==> src/rtl/bcd_adder_fnd_scan.sv <==
`timescale 1ns/1ps
`default_nettype none
// +----------------------------------------------------------------------------+
// | Module   : bcd_adder_fnd_scan                                              |
// | Brief    : Serial multi-digit packed-BCD adder with multiplexed FND scan.  |
// | Revision : 1.0 - initial release                                           |
// +----------------------------------------------------------------------------+
module bcd_adder_fnd_scan #(
    parameter int DIGITS       = 2,
    parameter int CLK_DIV      = 1000,
    parameter int COMMON_ANODE = 0,
    parameter int BLANK_LZ     = 1
) (
    input  logic                    clk,
    input  logic                    rst,
    input  logic                    start,
    input  logic [4*DIGITS-1:0]     a,
    input  logic [4*DIGITS-1:0]     b,
    output logic                    busy,
    output logic                    done,
    output logic                    err,
    output logic [4*(DIGITS+1)-1:0] sum_bcd,
    output logic [7:0]              seg,
    output logic [DIGITS:0]         com
);

    localparam int c_IW = (DIGITS > 1) ? $clog2(DIGITS) : 1;
    localparam int c_CW = $clog2(CLK_DIV);
    localparam int c_PW = $clog2(DIGITS + 1);

    localparam logic [c_IW-1:0] c_LAST    = c_IW'(DIGITS - 1);
    localparam logic [c_CW-1:0] c_CNT_MAX = c_CW'(CLK_DIV - 1);
    localparam logic [c_PW-1:0] c_POS_MAX = c_PW'(DIGITS);
    localparam logic [7:0]      c_SEG_OFF = (COMMON_ANODE != 0) ? 8'hFF : 8'h00;
    localparam logic [DIGITS:0] c_COM_OFF = {(DIGITS+1){COMMON_ANODE != 0}};
    localparam logic [7:0]      c_SEG_E   = 8'h79;

    localparam logic [0:0] c_IDLE = 1'b0;
    localparam logic [0:0] c_ADD  = 1'b1;

    logic [0:0]              r_state;
    logic [0:0]              w_state_nxt;
    logic                    w_load;
    logic                    w_last;

    logic [4*DIGITS-1:0]     r_sh_a;
    logic [4*DIGITS-1:0]     r_sh_b;
    logic [4*(DIGITS+1)-1:0] r_sh_sum;
    logic                    r_sh_err;
    logic                    r_carry;
    logic [c_IW-1:0]         r_idx;

    logic [3:0]              w_da;
    logic [3:0]              w_db;
    logic [4:0]              w_s;
    logic [3:0]              w_digit;
    logic                    w_cout;
    logic [4*(DIGITS+1)-1:0] w_sum_nxt;
    logic                    w_op_err;

    logic [c_CW-1:0]         r_cnt;
    logic [c_PW-1:0]         r_pos;
    logic [DIGITS:0]         w_show;
    logic                    w_seen;
    logic [3:0]              w_disp_digit;
    logic [7:0]              w_seg_act;
    logic [DIGITS:0]         w_com_act;

    function automatic logic [7:0] f_seg7(input logic [3:0] d);
        case (d)
            4'd0:    f_seg7 = 8'h3F;
            4'd1:    f_seg7 = 8'h06;
            4'd2:    f_seg7 = 8'h5B;
            4'd3:    f_seg7 = 8'h4F;
            4'd4:    f_seg7 = 8'h66;
            4'd5:    f_seg7 = 8'h6D;
            4'd6:    f_seg7 = 8'h7D;
            4'd7:    f_seg7 = 8'h07;
            4'd8:    f_seg7 = 8'h7F;
            4'd9:    f_seg7 = 8'h6F;
            default: f_seg7 = 8'h00;
        endcase
    endfunction

    // FSM: state register
    always_ff @(posedge clk) begin
        if (rst) r_state <= c_IDLE;
        else     r_state <= w_state_nxt;
    end

    // FSM: next state
    always_comb begin
        w_state_nxt = r_state;
        case (r_state)
            c_IDLE:  if (start)  w_state_nxt = c_ADD;
            c_ADD:   if (w_last) w_state_nxt = c_IDLE;
            default: w_state_nxt = c_IDLE;
        endcase
    end

    // FSM: outputs
    always_comb begin
        busy   = (r_state == c_ADD);
        w_load = (r_state == c_IDLE) && start;
        w_last = (r_state == c_ADD) && (r_idx == c_LAST);
    end

    always_comb begin
        w_op_err = 1'b0;
        for (int i = 0; i < DIGITS; i++) begin
            if ((a[4*i +: 4] > 4'd9) || (b[4*i +: 4] > 4'd9)) w_op_err = 1'b1;
        end
    end

    always_comb begin
        w_da = r_sh_a[{r_idx, 2'b00} +: 4];
        w_db = r_sh_b[{r_idx, 2'b00} +: 4];
        w_s  = {1'b0, w_da} + {1'b0, w_db} + {4'b0000, r_carry};
        if (w_s > 5'd9) begin
            w_digit = w_s[3:0] + 4'd6;
            w_cout  = 1'b1;
        end else begin
            w_digit = w_s[3:0];
            w_cout  = 1'b0;
        end
    end

    // Shadow with the current digit (and final carry) folded in, so commit is atomic
    always_comb begin
        w_sum_nxt = r_sh_sum;
        w_sum_nxt[{r_idx, 2'b00} +: 4] = w_digit;
        if (w_last) w_sum_nxt[4*DIGITS +: 4] = {3'b000, w_cout};
    end

    always_ff @(posedge clk) begin
        if (rst) begin
            r_sh_a   <= '0;
            r_sh_b   <= '0;
            r_sh_sum <= '0;
            r_sh_err <= 1'b0;
            r_carry  <= 1'b0;
            r_idx    <= '0;
            done     <= 1'b0;
            err      <= 1'b0;
            sum_bcd  <= '0;
        end else begin
            done <= w_last;
            if (w_load) begin
                r_sh_a   <= a;
                r_sh_b   <= b;
                r_sh_err <= w_op_err;
                r_sh_sum <= '0;
                r_carry  <= 1'b0;
                r_idx    <= '0;
            end else if (busy) begin
                r_sh_sum <= w_sum_nxt;
                r_carry  <= w_cout;
                r_idx    <= r_idx + 1'b1;
                if (w_last) begin
                    r_idx   <= '0;
                    err     <= r_sh_err;
                    sum_bcd <= r_sh_err ? '0 : w_sum_nxt;
                end
            end
        end
    end

    always_ff @(posedge clk) begin
        if (rst) begin
            r_cnt <= '0;
            r_pos <= '0;
        end else if (r_cnt == c_CNT_MAX) begin
            r_cnt <= '0;
            r_pos <= (r_pos == c_POS_MAX) ? '0 : r_pos + 1'b1;
        end else begin
            r_cnt <= r_cnt + 1'b1;
        end
    end

    // A position is lit if it or any more significant digit is non-zero
    always_comb begin
        w_seen = 1'b0;
        w_show = '0;
        for (int i = DIGITS; i >= 0; i--) begin
            w_seen    = w_seen | (sum_bcd[4*i +: 4] != 4'd0) | (i == 0);
            w_show[i] = w_seen | (BLANK_LZ == 0);
        end
    end

    always_comb begin
        w_disp_digit = sum_bcd[{r_pos, 2'b00} +: 4];
        w_com_act    = (DIGITS+1)'(1) << r_pos;
        if (err)                w_seg_act = c_SEG_E;
        else if (w_show[r_pos]) w_seg_act = f_seg7(w_disp_digit);
        else                    w_seg_act = 8'h00;
    end

    always_ff @(posedge clk) begin
        if (rst) begin
            seg <= c_SEG_OFF;
            com <= c_COM_OFF;
        end else begin
            seg <= w_seg_act ^ c_SEG_OFF;
            com <= w_com_act ^ c_COM_OFF;
        end
    end

endmodule
`default_nettype wire

==> config.mk <==
export PLATFORM = sky130hd
export DESIGN_NAME = bcd_adder_fnd_scan
export DESIGN_NICKNAME = d
export VERILOG_FILES = /design/src/rtl/bcd_adder_fnd_scan.sv
export SDC_FILE = /design/constraint.sdc
export NUM_CORES = 1
export LEC_CHECK = 0
export ABC_AREA = 1
export CORE_ASPECT_RATIO = 1.25
export CORE_MARGIN = 3
export CORE_UTILIZATION = 40
export DETAILED_ROUTE_END_ITERATION = 16
export SETUP_SLACK_MARGIN = 0.2
export SLEW_MARGIN = 20
export SYNTH_ARGS = -nofsm -noshare
export SYNTH_HDL_FRONTEND = slang
export SYNTH_SLANG_ARGS = --single-unit
==> constraint.sdc <==
create_clock -name clk -period 3 [get_ports clk]
set_clock_uncertainty 0.05 [all_clocks]
set_input_delay 0.9 -clock clk [delete_from_list [all_inputs] [get_ports clk]]
set_output_delay 0.9 -clock clk [all_outputs]
set_load 0.02 [all_outputs]
==> results of run 1 <==
## per-layer routing
layer	part of all wire, %	track usage, %	up-vias
met3	4.2	2.78	8
li1	-	-	1374
met2	48	28.4	56
met4	1.9	8.19	0
met5	0	0	-
met1	45	20.7	1143
## worst min-delay path by stage
stage                           start                     end  slack, ps  cells past startpoint
2_1_floorplan  r_sh_b[7]$_SDFFE_PP0P_  r_sh_b[7]$_SDFFE_PP0P_        370                      2
3_3_place_gp   r_sh_b[7]$_SDFFE_PP0P_  r_sh_b[7]$_SDFFE_PP0P_        390                      2
3_5_place_dp   r_sh_b[7]$_SDFFE_PP0P_  r_sh_b[7]$_SDFFE_PP0P_        390                      2
4_1_cts        r_sh_b[7]$_SDFFE_PP0P_  r_sh_b[7]$_SDFFE_PP0P_        400                      2
5_1_grt        r_sh_b[7]$_SDFFE_PP0P_  r_sh_b[7]$_SDFFE_PP0P_        420                      2
6_report       r_sh_b[7]$_SDFFE_PP0P_  r_sh_b[7]$_SDFFE_PP0P_        400                      2
## sequential cells by signal (all words and copies together) (netlist names)
register and flops:
busy 1, com 3, done 1, err 1, r_carry 1, r_cnt 10, r_idx 1, r_pos 2
r_sh_a 8, r_sh_b 8, r_sh_err 1, r_sh_sum 4, seg 7, sum_bcd 12
## cell type report
cell class	count	area [µm²]
multi-input cells	276	1410
inverters	55	206
clock buffers	11	141
well taps	87	109
clock inverters	5	75.1
repair buffers	48	472
fillers	674	3110
flip-flops and latches	60	1200
## power by group through the flow
stage	Sequential (W)	Combinational [W]	Clock, W
floorplan	0.000880	0.000214	0
detailed placement	0.000875	0.000318	0
global placement	0.000875	0.000312	0
global route	0.000861	0.000388	0.000855
CTS	0.000857	0.000320	0.000819
finish	0.000857	0.000336	0.000807
## what timing repair did
| action | CTS | global route |
|---|---|---|
| endpoints found under the setup margin | 0 | 8 |
| resized for setup | 0 | 10 |
| buffers inserted | 0 | 1 |
## cells in the final DEF, fill, tap and decap left out, types with 3 or more instances in the layout
cell type and instances:
inv_1 53, nand3_1 24, a21oi_1 32, nor3_1 5
nand4_1 7, ha_1 9, buf_4 4, nand2_1 83
dfxtp_1 59, clkinv_2 3, o21ai_0 24, nor2_1 65
clkdlybuf4s50_1 43, clkbuf_8 10
## worst min-delay path: stages, from the launching register on
cell and delay (ps):
dfxtp_1 300, inv_1 60, a21oi_1 50
## kinds of logic (layout without fill, tap and decap cells)
family / Yosys count / count (layout) / synth area share, %
DFF: 60 / 60 / 42.2
buffers and inverters: 67 / 119 / 9.09
and+or+nand+nor: 196 / 196 / 29.9
other: 1 / 1 / 0.132
AOI/OAI and AO/OA: 65 / 65 / 12.3
xor gates and xnor gates: 2 / 2 / 0.615
adders and majority gates: 12 / 12 / 5.80
## metrics by stage
step | cells | area (µm²) | hold WS [ps] | utilization, %
after floorplan | 403 | 2850 | 374 | -
final | 542 | 3620 | 402 | 53.7
after CTS | 541 | 3580 | 401 | 53.2
after global routing | 542 | 3620 | 424 | 53.7
after global placement | 525 | 3360 | 393 | 50.0
after detailed placement | 525 | 3360 | 391 | 50.0
==> flow_summary.ini, run 1 <==
[pwr]
clkPwrFrac_pct = 40.3
cellLeakagePower_nw = 1.62
p_comb_share_pct = 16.8
netSwitchingFraction_pct = 27.0
p_seq_share_pct = 42.9
peakVddDrop_uv = 296
power_density_nw_per_um2 = 553
power_w = 0.00200
power_switching_w = 0.000541
intPower_w = 0.00146

[worst_setup_path]
ff2ff_path_depth = 15
cp_slowest_cell = fa_2
worstPathCellList = buf_6 > nand2_1 > nand2_1 > fa_2 > inv_1 > fa_2 > ha_2 > inv_1 > a21oi_1 > a21oi_1 > nand2_2 > nand3_1 > nand3_1 > nand2_1 > inv_1
crit_buf_inv = 4
rr_startpoint = r_idx$_SDFFE_PP0P_
path_class = reg -> reg
startpoint = r_idx$_SDFFE_PP0P_
rrSetupSlack_ps = 450
r2r_end = r_sh_sum[3]$_SDFFE_PP0P_
critPathTopFamily = adder cells
cp.arrival_ps = 2750
end_kind = flip-flop
crit_end = r_sh_sum[3]$_SDFFE_PP0P_
critical-path-max-stage-delay_ps = 460
startpoint_type = flip-flop
crit_required_ps = 3200
cp.depth = 15
crit_fanout = 11

[cts]
htree_levels = 3
hold_buffers = 0
clk_latency_ps = 340
cts_tree = yes
clockRootBuffer = clkbuf_8
cts_made_buffers = 9
path_clk_slew_ps = 70
clock-sinks = 60
clockBufferDepth = 2

[grt]
grt_max_degree = 23
grt_pass1_wl_um = 10600
grt-ovfl-total = 0
antenna_found_initial = 0
grt_pass1_vias = 2319
grt_use_total_pct = 16.9

[placement]
place_congestion = 0.891
place_hpwl_um = 4740
place_ws_ps = 268
port_buffers = 43

[die]
core_area_um2 = 6730
dieArea_um2 = 8170
initial_core_util_pct = 42.3
die_h_um = 100
dieWidth_um = 81.5
ioPinCount = 45
num_rows = 33

[yosys]
synth_area_leaders = dfxtp_1 (42%), nand2_1 (11%), nor2_1 (8.6%), inv_1 (7.1%), a21oi_1 (5.6%)
yosysMostFrequentCell = nand2_1
ys_ff_latch = 60
yosys.area.top_type_share_pct = 42.2
synthTopCellsByCount = nand2_1 (85), nor2_1 (65), dfxtp_1 (60), inv_1 (54), a21oi_1 (32)
synth.cell_area_um2 = 2850
synth_nets = 434
synth_edf_count = 0
ys.flop_type = dfxtp_1
ys_seq_area_share_pct = 42.2
avgSynthCellArea_um2 = 7.07
synth_top_area_cell = dfxtp_1
synth_cell_type_count = 31
async_flop_share_pct = 0
yosysWarnings = 0
syn_inst = 403

[detailed_routing]
finalWirelength_um = 6310
drt_iter0_drc = 125
drc = 0
ant_nets = 0
first_pass_iters = 4
vias = 2581
routedWlPerCell_um = 11.6
viasPerCell = 4.76

[final_layout]
layout-drive-gt1-share_pct = 9.01
final_nets = 481
area_growth_pct = 27.0
n_antenna_cell = 0

[timing]
setup_ws_ps = 448
tightest_slew_ps = 589
period_minus_slack_ps = 2550
rsz0062_at_grt = false
fin_setup_tns_ps = 0
hold_viol = 0
slew-limit-headroom_pct = 60.7
max_freq_ghz = 0.392
report.final.setup_viol = 0
drv_slew = 0
fin_crit_sh_pct = 85.1

[min_path]
hp-class = reg -> reg

[job]
drv_cap = 0

[outcome]
status = finished clean
Power figures use the tool's default switching activity.
==> inputs of run 2 (changes only) <==
--- a/config.mk
+++ b/config.mk
@@ -10,6 +10,7 @@
 export CORE_MARGIN = 3
 export CORE_UTILIZATION = 40
 export DETAILED_ROUTE_END_ITERATION = 16
+export RECOVER_POWER = 50
 export SETUP_SLACK_MARGIN = 0.2
 export SLEW_MARGIN = 20
 export SYNTH_ARGS = -nofsm -noshare
==> run 2 against run 1 <==
Compared with the run above:
- combinational power is essentially flat
- die area did not move
- first-iteration DRC count decreased by 4.8%
- critical path depth unchanged
- worst hold slack lost 1.1 ps
- non-clock buffer count did not move
- clock power about the same
- global-route usage unchanged
- flip-flop and latch count stayed put
- wire length is 0.16% lower
- register-to-register slack worse by 40 ps
- sequential power barely moved
==> flow_summary.ini, run 2 (synthesis results as in run 1) <==
[outcome]
status = finished clean

[timing]
fin_setup_tns_ps = 0
tightest_slew_ps = 992
max_freq_ghz = 0.386
fin_crit_sh_pct = 86.4
report.final.setup_viol = 0
drv_slew = 0
hold_slack_ps = 401
hold_viol = 0
period_minus_slack_ps = 2590
slew-limit-headroom_pct = 33.9
rsz0062_at_grt = false

[grt]
grt_pass1_wl_um = 10600
grt_pass1_vias = 2319
grt_max_degree = 23
grt_use_total_pct = 16.9
grt-ovfl-total = 0
antenna_found_initial = 0

[placement]
place_hpwl_um = 4740
place_inst = 525
place_area_um2 = 3360
port_buffers = 43
place_congestion = 0.891

[detailed_routing]
ant_nets = 0
viasPerCell = 4.75
routedWlPerCell_um = 11.6
drc = 0
finalWirelength_um = 6300
drt_iter0_drc = 119
first_pass_iters = 4
vias = 2575

[worst_setup_path]
path_class = reg -> reg
worstPathCellList = buf_6 > nand2_1 > nand2_1 > fa_2 > inv_1 > fa_2 > ha_2 > inv_1 > a21oi_1 > a21oi_1 > nand2_2 > nand2_4 > nand2_1 > nand3_1 > a21oi_1
crit_buf_inv = 3
startpoint_type = flip-flop
cp_slowest_cell = fa_2
crit_required_ps = 3130
crit_fanout = 11
critical-path-max-stage-delay_ps = 460
critPathTopFamily = adder cells
rrSetupSlack_ps = 410
cp.arrival_ps = 2720
end_kind = flip-flop

[pwr]
cellLeakagePower_nw = 1.61
peakVddDrop_uv = 293
power_w = 0.00200
power_density_nw_per_um2 = 554

[job]
drv_cap = 0

[cts]
clockRootBuffer = clkbuf_8
htree_levels = 3
cts_tree = yes
clock-sinks = 60
path_clk_slew_ps = 70
clk_latency_ps = 340
clockBufferDepth = 2
cts_made_buffers = 9
hold_buffers = 0

[die]
ioPinCount = 45
dieArea_um2 = 8170
die_h_um = 100
core_area_um2 = 6730
dieWidth_um = 81.5
initial_core_util_pct = 42.3
num_rows = 33

[final_layout]
top_regs = sum_bcd: 12 flops, r_cnt: 10 flops
final_cells = 542
largest_register = sum_bcd
largest_register_ff_count = 12
layout-drive-gt1-share_pct = 8.35
final_cell_mix = nand2_1 (83), nor2_1 (65), dfxtp_1 (59)
n_antenna_cell = 0
area_growth_pct = 26.5
fin_area_um2 = 3600
final_common_cell = nand2_1
final_nets = 481

[min_path]
hp-class = reg -> reg
==> run 2: cell count changes in the layout (fill, tap and decap cells not counted), sizes merged <==
cell           change
dlygate4sd3        +2
clkdlybuf4s50      -2
clkbuf             +2
buf                -2
==> run 2: through the flow <==
stage | setup slack, ps | utilization (%)
after floorplan | 464 | -
after global placement | 384 | 50.0
after detailed placement | 268 | 50.0
after CTS | 260 | 53.2
after global routing | 211 | 53.5
final | 409 | 53.5
==> run 2: timing repair <==
item,in CTS,in global routing
setup endpoints to repair,0,8
buffers inserted,0,1
resized for setup,0,10
endpoints found under the hold margin,0,0
==> run 2: layout make-up <==
class	count	area, µm²
fill	678	3130
multi-input combinational	276	1410
sequential	60	1200
timing repair buffer	48	464
inverter	55	206
clock buffer	11	141
tap	87	109
clock inverter	5	75.1
==> run 2: worst paths after layout <==
path,startpoint,to,cells after the start
setup / recovery,r_idx$_SDFFE_PP0P_,sum_bcd[6]$_SDFFE_PP0P_,15
hold / removal,r_sh_b[7]$_SDFFE_PP0P_,r_sh_b[7]$_SDFFE_PP0P_,2
setup reg to reg,r_idx$_SDFFE_PP0P_,sum_bcd[6]$_SDFFE_PP0P_,15
hold reg to reg,r_sh_b[7]$_SDFFE_PP0P_,r_sh_b[7]$_SDFFE_PP0P_,2
==> run 2: where the power goes <==
part / total [W] / switching, W / internal (W) / leakage (nW)
logic: 0.000334 / 0.000198 / 0.000136 / 1.00
clock network: 0.000804 / 0.000318 / 0.000486 / 0.113
registers: 0.000857 / 0.0000221 / 0.000835 / 0.492
total: 0.00200 / 0.000538 / 0.00146 / 1.61
==> run 2: per-layer routing <==
metal  global-route usage (%)  vias up  part of all wire [%]
li1                         -     1374                     -
met4                     8.19        0                   2.0
met2                     28.4       54                    48
met5                        0        -                     0
met3                     2.78        8                   3.9
met1                     20.7     1139                    46
==> run 2: worst reg2reg max path, cell delays in order, from the launching register on <==
cell and delay, ps:
dfxtp_2 330, buf_6 130, nand2_1 60, nand2_1 70, fa_2 360, inv_1 90
fa_2 460, ha_2 200, inv_1 60, a21oi_1 40, a21oi_1 160, nand2_2 130
nand2_4 120, nand2_1 60, nand3_1 60, a21oi_1 60
==> edit: new RTL, settings of run 2 <==
`CLK_DIV`: 1000 -> 2000.
--- a/src/rtl/bcd_adder_fnd_scan.sv
+++ b/src/rtl/bcd_adder_fnd_scan.sv
@@ -7,7 +7,7 @@
 // +----------------------------------------------------------------------------+
 module bcd_adder_fnd_scan #(
     parameter int DIGITS       = 2,
-    parameter int CLK_DIV      = 1000,
+    parameter int CLK_DIV      = 2000,
     parameter int COMMON_ANODE = 0,
     parameter int BLANK_LZ     = 1
 ) (
Check against the original RTL: no difference found for any inputs over 10 cycles, from zero or initial values and one cycle with rst high; that may be too few to reach the edited logic, so the function may still have changed.
==> edit against run 2 <==
Sequential share of layout area grew 0.74 points. Synthesized cell count fell by 0.99%. Fmax is 0.34% lower. First-iteration DRC count is 4.2% lower. Largest cell class unchanged. Sequential cell count is 1 higher. Worst setup slack got worse by 0.0088 ns. Count of clock-buffer cells in the layout stayed put. Largest power group unchanged. Critical endpoint unchanged. Highest routed layer unchanged. Synthesized area up 1.0%. Final area down 0.35%. Cell count fell by 1.7%. Routed wire length increased by 3.5%. Total power fell by 4.6%.
==> edit: results (changes against run 2) <==
Run status
  • Status: finished clean

Detailed routing
  • WL per Instance: 12.2 µm (+5.3%)
  • Via Count: 2565 (-0.39%)

Finish
  • Total Nets Final: 475 (-1.2%)
  • Layout cells sized above 1: 0.0942 (+0.0107)
  • Fillers: 681 (+0.44%)
  • Final Util: 0.530 (-0.00511)
  • Bufs w/o clock: 47 (-2.1%)
  • Top Registers: sum_bcd (12), r_cnt (11)
  • Multi-input gate count: 269 (-2.5%)
  • Final clock-cell share: 0.0519 (-0.00815)

Place
  • DP Cell Count: 520 (-0.95%)
  • Hpwl dp: 4970 µm (+4.8%)
  • RePlAce Congestion: 0.801 (-10%)

Power
  • Maximum vdd drop: 0.000291 V (-0.80%)
  • Seq. pwr: 873 µW (+2%)
  • P_clk: 704 µW (-12%)
  • P_leak: 1.54 nW (-3.8%)
  • Tot Pwr: 1.90 mW (-4.6%)
  • Switching pwr: 510 µW (-5.1%)

Global routing
  • First-pass GRT wire length: 10800 µm (+1.9%)
  • Vias in the first global route: 2392 (+3.1%)
  • Total global-route track usage: 0.171 (+0.00203)

Critical path
  • Worst Path Arrival: 2.73 ns (about the same)
  • Max FO, Critical Path: 8 (-3)

Synth
  • Mapped Nets: 430 (-0.92%)
  • Synth Register Bits: 61 (+1.7%)
  • Post-synthesis xor/xnor area fraction: 0.0152 (+0.00907)
  • Most common library cells after synthesis: nand2_1 (78), dfxtp_1 (61), nor2_1 (59)
  • Synthesized cell area: 0.00288 mm² (+1.0%)
  • Synth Area in Adders: 0.0574 (-0.000580)
  • Top-area cell type share of the netlist area: 0.425 (+0.00274)
  • Seq/Total Area, Yosys: 0.425 (+0.00274)
  • Gate count of the mapped netlist: 399 (-0.99%)

STA
  • Slew margin rel.: 0.481 (+0.142)

Clocking
  • Post-CTS sizing: 2 (+2)
## edit: changes by cell type in the layout (fill, tap and decap cells not counted), sizes merged, moves of 2 or more
cell           run 2  this run
xnor2              0         2
o21a               2         0
nor2              66        60
nor3               6        10
o21ai             27        36
nand4              7         4
nand3             27        21
clkinv             3         1
nand2             87        82
## edit: layer usage
layer  GRT usage  part of all wire  vias to the layer above  wire [µm]
li1            -                 -                     1345          -
met1       0.195              0.42                     1159       2760
met2       0.296              0.53                       49       3440
met3      0.0528             0.034                       12        222
met4      0.0639             0.016                        0        103
met5           0                 0                        -          0
## edit: final timing paths
kind | start | endpoint | slack (ns) | depth (start not counted)
max | r_idx | sum_bcd[6] | 0.40 | 15
min | r_cnt[0] | r_cnt[0] | 0.40 | 1
max reg2reg | r_idx | sum_bcd[6] | 0.40 | 15
min reg2reg | r_cnt[0] | r_cnt[0] | 0.40 | 1
